## config.mk

```make
export PLATFORM = sky130hd
export DESIGN_NAME = jtcontra_gfx_romslot
export DESIGN_NICKNAME = d
export VERILOG_FILES = /design/src/rtl/jtcontra_pkg.sv /design/src/rtl/jtcontra_romslot_cache.sv /design/src/rtl/jtcontra_gfx_romslot.sv
export SDC_FILE = /design/constraint.sdc
export NUM_CORES = 1
export LEC_CHECK = 0
export BUFFER_PORTS_ARGS = -buffer_cell sky130_fd_sc_hd__buf_2
export CELL_PAD_IN_SITES_DETAIL_PLACEMENT = 1
export CELL_PAD_IN_SITES_GLOBAL_PLACEMENT = 2
export CORE_ASPECT_RATIO = 1.5
export CORE_MARGIN = 3
export CORE_UTILIZATION = 32
export DETAILED_ROUTE_END_ITERATION = 7
export GPL_ROUTABILITY_DRIVEN = 0
export PLACE_DENSITY = 0.93
export SETUP_SLACK_MARGIN = 0.2
export SYNTH_ARGS = -nofsm -noshare
export SYNTH_HDL_FRONTEND = slang
export SYNTH_SLANG_ARGS = --single-unit
export TNS_END_PERCENT = 20
```

## constraint.sdc

```tcl
create_clock -name clk -period 3.6 [get_ports clk]
set_input_delay 0.72 -clock clk [delete_from_list [all_inputs] [get_ports clk]]
set_output_delay 0.72 -clock clk [all_outputs]
set_load 0.005 [all_outputs]
```

## src/rtl/jtcontra_pkg.sv

```systemverilog
// rtl/jtcontra_pkg.sv - shared types for the gfx ROM slot responder
package jtcontra_pkg;

    localparam int ROMW = 17;

    typedef enum logic [1:0] {
        IDLE     = 2'd0,
        WAIT_ACK = 2'd1,
        WAIT_RDY = 2'd2
    } state_t;

endpackage

```

## src/rtl/jtcontra_romslot_cache.sv

```systemverilog
// rtl/jtcontra_romslot_cache.sv - one-word address/data cache for one ROM requester
module jtcontra_romslot_cache
    import jtcontra_pkg::*;
(
    input  logic            clk,
    input  logic            clr,
    input  logic            we,
    input  logic [ROMW-1:0] waddr,
    input  logic [15:0]     wdata,
    input  logic            cs,
    input  logic [ROMW-1:0] addr,
    output logic            hit,
    output logic [15:0]     data
);

    logic [ROMW-1:0] caddr;
    logic [15:0]     cdata;
    logic            cvalid;

    // Clear wins over write so a fetch finishing during reset leaves no trace
    always_ff @(posedge clk) begin
        if (clr) begin
            caddr  <= '0;
            cdata  <= '0;
            cvalid <= 1'b0;
        end else if (we) begin
            caddr  <= waddr;
            cdata  <= wdata;
            cvalid <= 1'b1;
        end
    end

    assign hit  = cs & cvalid & (addr == caddr);
    assign data = cdata;

endmodule

```

## src/rtl/jtcontra_gfx_romslot.sv

```systemverilog
// rtl/jtcontra_gfx_romslot.sv - two-requester gfx ROM responder sharing one SDRAM read port
module jtcontra_gfx_romslot
    import jtcontra_pkg::*;
#(
    parameter int            AW      = 22,
    parameter logic [AW-1:0] OFFSET1 = 22'h00_0000,
    parameter logic [AW-1:0] OFFSET2 = 22'h02_0000
) (
    input  logic            clk,
    input  logic            rst_n,
    input  logic            gfx1_cs,
    input  logic [16:0]     gfx1_addr,
    output logic [15:0]     gfx1_data,
    output logic            gfx1_ok,
    input  logic            gfx2_cs,
    input  logic [16:0]     gfx2_addr,
    output logic [15:0]     gfx2_data,
    output logic            gfx2_ok,
    output logic            sdram_req,
    output logic [AW-1:0]   sdram_addr,
    input  logic            sdram_ack,
    input  logic            sdram_rdy,
    input  logic [15:0]     sdram_din
);

    state_t          st, st_nx;
    logic            req_nx;
    logic [AW-1:0]   addr_nx;
    logic            slot, slot_nx;     // slot being fetched: 0 = gfx1, 1 = gfx2
    logic            last, last_nx;     // slot that won the last contested grant
    logic [ROMW-1:0] faddr, faddr_nx;
    logic            wr;
    logic            grant;
    logic            hit1, hit2;
    logic            miss1, miss2;
    logic [AW-1:0]   ext1, ext2;

    // Offset is added modulo 2^AW; carry out of the top is dropped on purpose
    assign ext1  = OFFSET1 + {{(AW-ROMW){1'b0}}, gfx1_addr};
    assign ext2  = OFFSET2 + {{(AW-ROMW){1'b0}}, gfx2_addr};
    assign miss1 = gfx1_cs & ~hit1;
    assign miss2 = gfx2_cs & ~hit2;

    assign gfx1_ok = hit1;
    assign gfx2_ok = hit2;

    // Arbiter next-state: grant a miss from IDLE, then hold the request until ack and data
    always_comb begin
        st_nx    = st;
        req_nx   = sdram_req;
        addr_nx  = sdram_addr;
        slot_nx  = slot;
        last_nx  = last;
        faddr_nx = faddr;
        wr       = 1'b0;
        grant    = 1'b0;
        case (st)
            IDLE: begin
                if (miss1 | miss2) begin
                    grant = (miss1 & miss2) ? ~last : miss2;
                    if (miss1 & miss2) begin
                        last_nx = grant;
                    end
                    slot_nx  = grant;
                    faddr_nx = grant ? gfx2_addr : gfx1_addr;
                    addr_nx  = grant ? ext2 : ext1;
                    req_nx   = 1'b1;
                    st_nx    = WAIT_ACK;
                end
            end
            WAIT_ACK: begin
                if (sdram_ack) begin
                    req_nx = 1'b0;
                    if (sdram_rdy) begin
                        wr    = 1'b1;
                        st_nx = IDLE;
                    end else begin
                        st_nx = WAIT_RDY;
                    end
                end
            end
            WAIT_RDY: begin
                if (sdram_rdy) begin
                    wr    = 1'b1;
                    st_nx = IDLE;
                end
            end
            default: begin
                st_nx  = IDLE;
                req_nx = 1'b0;
            end
        endcase
    end

    // Arbiter registers; reset abandons any fetch in flight
    always_ff @(posedge clk) begin
        if (!rst_n) begin
            st         <= IDLE;
            sdram_req  <= 1'b0;
            sdram_addr <= '0;
            slot       <= 1'b0;
            last       <= 1'b0;
            faddr      <= '0;
        end else begin
            st         <= st_nx;
            sdram_req  <= req_nx;
            sdram_addr <= addr_nx;
            slot       <= slot_nx;
            last       <= last_nx;
            faddr      <= faddr_nx;
        end
    end

    jtcontra_romslot_cache u_cache1 (
        .clk   (clk),
        .clr   (~rst_n),
        .we    (wr & ~slot),
        .waddr (faddr),
        .wdata (sdram_din),
        .cs    (gfx1_cs),
        .addr  (gfx1_addr),
        .hit   (hit1),
        .data  (gfx1_data)
    );

    jtcontra_romslot_cache u_cache2 (
        .clk   (clk),
        .clr   (~rst_n),
        .we    (wr & slot),
        .waddr (faddr),
        .wdata (sdram_din),
        .cs    (gfx2_cs),
        .addr  (gfx2_addr),
        .hit   (hit2),
        .data  (gfx2_data)
    );

endmodule
```

After elaboration in Yosys (flattened, before gate mapping). Index checks and enable logic that the tools add are counted.

Add/subtract/negate cells: 1. Multiply operators: 0. Divide/modulo/power cells: 0. $lt $le $gt $ge: 0. Equal/unequal tests: 7. Shifts and indexed selects: 0. Mux-type cells: 14. Bitwise logic cells: 15. Reduce and logical (&&, ||, !) cells: 5.

Operators by type and width (count): $eq 17x17->1 (2); $add 18x17->19 const A (1); $mux 19 (1); $mux 17 (1); $and 1x1->1 (9); $reduce_and 3->1 (3); $mux 2 (4); $ne 2x2->1 const B (3); $pmux 2 s3 (1); $mux 1 (5); $not 1->1 (5); $pmux 1 s3 (1); $eq 2x1->1 const B (1); $eq 2x2->1 const B (1); $logic_not 2->1 (1); $pmux 1 s2 (1); $reduce_and 2->1 (1); $or 1x1->1 (1).

Register bits after elaboration: 112. Latch bits: 0. Memory bits (writable): 0. ROM bits: 0. Input bits: 56. Output and inout port bits: 57. Word-level logic and storage cells: 54. Memories: 0.

Longest topological paths before layout.
Word-level depth: 7. Gate-level depth with buffers: 9. Depth with buffers taken out: 8.

Cells and area by module. From an unflattened synthesis, not the netlist that was laid out.

Cells, all modules: 405. Area, all modules: 3858.7 µm².

By module, submodules not included: jtcontra_romslot_cache (instances 2, cells an instance 133, area each 1377.6 µm², seq. area each 680.7 µm²); jtcontra_gfx_romslot (instances 1, cells an instance 139, area each 1103.6 µm², seq. area each 440.4 µm²).

Least setup slack after synthesis. No wires, ideal clock.

Path type: input port to flip-flop. Start: input port gfx2_addr[10]. End: register faddr[10]. Library setup time: 0.124 ns. Arrival time: 2.198 ns. Data required time: 3.476 ns. Path slack: 1.278 ns. Stages: 8. Path buffers: 2. Path through: xor2_1 > nor4_1 > nand3_1 > o311a_1 > buf_2 > buf_2 > o31ai_1 > a31oi_1.

Longest elaborated chain between the ends: 7. Elaborated cells on any way between the ends: 9. Classes of those cells: 1 x eq/ne; 2 x mux; 5 x bitwise; 1 x reduce/logical.

Ends and longest elaborated chain: start: declaration (line jtcontra_gfx_romslot.sv:16) `input logic [16:0] gfx2_addr,`; $eq 17x17->1 (line jtcontra_romslot_cache.sv:33) `assign hit = cs & cvalid & (addr == caddr);`; $and 1x1->1 (line jtcontra_romslot_cache.sv:33); $not 1->1 (line jtcontra_gfx_romslot.sv:42) `assign miss2 = gfx2_cs & ~hit2;`; $and 1x1->1 (line jtcontra_gfx_romslot.sv:42); $and 1x1->1 (line jtcontra_gfx_romslot.sv:60) `grant = (miss1 & miss2) ? ~last : miss2;`; $mux 1 (line jtcontra_gfx_romslot.sv:60); $mux 17 (line jtcontra_gfx_romslot.sv:65) `faddr_nx = grant ? gfx2_addr : gfx1_addr;`; end signal: assignment (line jtcontra_gfx_romslot.sv:110) `faddr <= faddr_nx;`; end: declaration (line jtcontra_gfx_romslot.sv:31) `logic [ROMW-1:0] faddr, faddr_nx;`.

Parallel ways exist; a longest one is shown, timed or not. A chain may end at the register's enable or synchronous reset.

Worst setup path in the final report.
Start: input port gfx2_addr[15]. End: output port gfx2_ok.

Longest elaborated chain between the ends: 2.

Ends and longest elaborated chain: $eq 17x17->1 (line jtcontra_romslot_cache.sv:33); $and 1x1->1 (line jtcontra_romslot_cache.sv:33); end: declaration (line jtcontra_gfx_romslot.sv:18) `output logic gfx2_ok,`.

Every way passes these cells.

==> impl_metrics.toml <==
[outcome]
outcome = "complete, no violations"

[setup_path]
path_buf_inv = 2
crit_family = "simple AND/OR/NAND/NOR gates"
worstSetupPathType = "input port to primary output"
critPathCaptureType = "primary output"
arrival_ns = 2.08
cpPeakStageDelay_ns = 0.46
path_max_fanout = 4
critPathRequiredTime_ns = 2.88
slowest_stage = "nor4_1"
start_kind = "input port"
crit_path_frequent_cell = "buf_2"
path_cells = "buf_2 -> xor2_1 -> nor4_1 -> nand3_1 -> nor3_1 -> buf_2"

[clocking]
hold_buffers = 0
clockBufferDepth = 2
numCtsBuffers = 9
clock_latency_ns = 0.35
htreeDepth = 3
clockRootBuffer = "clkbuf_16"
cts_resized = 0
post_cts_buffers = 0
cts_tree = "built"
path_clk_slew_ns = 0.07
clock_sinks = 90

[timing]
fin_skew_ns = 0.00944
fin_crit_ns = 2.80
fin_tns_setup_ns = 0
setup_violations = 0
grt_setup_unrepaired = "false"
tightest_slew_ns = 1.07
hold_viol_final = 0
max_slew_margin_pct = 28.7
setup_ws_ns = 0.803
max_freq_ghz = 0.358
slew_violations = 0
min_period_over_period_pct = 77.7

[route]
drt_first_pass_iters = 5
drt-vias-per-instance = 5.30
routedWlPerCell_um = 18.9
drtAntennaViolNets = 0
drt_iter0_markers = 231
wl_mm = 14.1
vias = 3971
drcViolationCount = 0

[hold_path]
hp-class = "register to register"

[pwr]
p_sw_share_pct = 27.5
power.density_nw_per_um2 = 463
worst_ir_drop_vdd_mv = 0.239
intPower_mw = 1.69
power_mw = 2.33
p_leak_nw = 1.95
p_clk_share_pct = 41.6
p_seq_share_pct = 46.3
p_sw_uw = 642
p_comb_share_pct = 12.0

[global_routing]
grt_use_total_pct = 20.0
grt_pass1_wl_mm = 22.1
overflow = 0
grt_pass1_vias = 4154
grt_start_max_net_pins = 57
antenna_found_initial = 0

[floorplanning]
ios = 113
die_w_um = 98.4
die-area_um2 = 14200
initial_core_util_pct = 32.7
rows = 50
fp.dieH_um = 145
design.core.area_um2 = 12500

[synthesis]
ys_types = 39
yosysWarnings = 0
ys_seq_elements = 90
synth_area_um2 = 4100
ys_seq_area_share_pct = 44.0
syn_inst = 495
syn_area_per_cell_um2 = 8.27

[place]
dp_worst_setup_slack_ns = 0.754
dp.final_hpwl_mm = 10.3
io_buffers = 108
dpl_cell_area_um2 = 4740

[final_layout]
syn_to_final_growth_pct = 23.1
drive_gt1_share_pct = 23.6
nets = 647
fin_area_um2 = 5040
antenna_cells = 0

[flow_run]
cap_violations = 0
## Yosys cell counts (all sizes together)
library cell / n / area [um2]
nand2b: 1 / 6.26
nand4: 9 / 56.3
a31oi: 18 / 113
dfxtp: 90 / 1800
o31ai: 18 / 135
inv: 5 / 18.8
nand3b: 1 / 7.51
nor2b: 1 / 6.26
or3b: 1 / 8.76
o21ai: 20 / 100
o21bai: 1 / 11.3
xnor2: 22 / 193
o21a: 3 / 22.5
and2: 1 / 6.26
o221a: 2 / 22.5
nor2: 3 / 11.3
nand3: 19 / 95.1
or3: 1 / 6.26
a21boi: 66 / 495
xor2: 12 / 105
o311a: 1 / 10.0
nand2: 140 / 526
conb: 1 / 3.75
ha: 3 / 37.5
or2: 1 / 6.26
o32ai: 1 / 8.76
clkbuf: 27 / 101
or4bb: 1 / 11.3
and3: 2 / 12.5
nor4: 3 / 18.8
o211ai: 1 / 7.51
o31a: 1 / 8.76
buf: 11 / 78.8
a21oi: 4 / 20.0
nor3b: 1 / 7.51
nor3: 3 / 15.0
## path summary, 6_finish.rpt
check / start / end / slack [ns] / cells after the start
worst max-delay path: gfx2_addr[15] / gfx2_ok / 0.80 / 6
worst min-delay path: u_cache1.data[8] / u_cache1.data[8] / 0.46 / 2
worst max register to register: u_cache2.caddr[15] / faddr[12] / 1.15 / 6
worst min register to register: u_cache1.data[8] / u_cache1.data[8] / 0.46 / 2
## area by class of cell
type                    instances  area, um2
flip-flops and latches         90       1800
multi-input cells             365       2120
inverters                       5       18.8
well taps                     156        195
fillers                      1558       7470
clock buffers                   9        225
repair buffers                117        608
clock inverters                 7       76.3
## cell usage in the layout (no fill, tap or decap), types with 2 or more instances in the layout
| cell | instances |
|---|---|
| a31oi_1 | 18 |
| ha_1 | 3 |
| inv_6 | 2 |
| a21boi_0 | 66 |
| a21oi_1 | 4 |
| and3_1 | 2 |
| buf_4 | 9 |
| nand4_1 | 9 |
| clkinvlp_4 | 2 |
| dfxtp_1 | 90 |
| o21a_1 | 3 |
| xor2_1 | 12 |
| o31ai_1 | 17 |
| nor4_1 | 3 |
| clkbuf_16 | 9 |
| xnor2_1 | 22 |
| inv_1 | 5 |
| nand2_1 | 140 |
| nor2_2 | 2 |
| nor3_1 | 3 |
| o221a_2 | 2 |
| nand3_1 | 19 |
| o21ai_0 | 20 |
| conb_1 | 4 |
| buf_2 | 108 |
## sequential cells by signal, summed over array words and instances (netlist names), 2 cells and up
signal,cells
u_cache1.caddr,17
u_cache2.caddr,17
u_cache1.data,16
u_cache2.data,16
sdram_addr,2
st,2
faddr,16
## routing by layer
layer  up-vias  global-route usage, %  wire, um
met3        39                   4.78       683
met2       129                   36.9      7370
met4         0                   9.28       625
li1       1874                      -         -
met1      1929                   21.4      5470
met5         -                      0         0
## through the flow
stage          util (%)  instances  hold WS (ns)
6_report           40.3        749         0.465
5_1_grt            40.3        749         0.497
4_1_cts            40.3        749         0.467
3_5_place_dp       37.9        733         0.457
3_3_place_gp       37.9        733         0.450
2_1_floorplan         -        498         0.440
## worst reg2reg max path, delay by kind of cell (launching register included)
| kind | cells | cell delay [ns] |
|---|---|---|
| and+or+nand+nor | 3 | 1.18 |
| AOI/OAI and AO/OA | 2 | 0.68 |
| DFF | 1 | 0.32 |
| xor gates and xnor gates | 1 | 0.18 |
## power groups by stage
| stage | Combinational (mW) | Clock (mW) | Sequential, mW |
|---|---|---|---|
| 2_1_floorplan | 0.157 | 0 | 1.09 |
| 3_3_place_gp | 0.270 | 0 | 1.10 |
| 3_5_place_dp | 0.279 | 0 | 1.10 |
| 4_1_cts | 0.282 | 0.994 | 1.08 |
| 5_1_grt | 0.308 | 1.04 | 1.08 |
| 6_report | 0.280 | 0.972 | 1.08 |
## logic make-up after synthesis
family | after synthesis | share of synthesized area (%)
simple gates | 188 | 19.6
xor+xnor | 34 | 7.27
buf+inv | 43 | 4.86
other cells | 1 | 0.0916
fa+ha+maj | 3 | 0.917
compound gates | 136 | 23.3
flops | 90 | 44.0
Power figures use the tool's default switching activity.
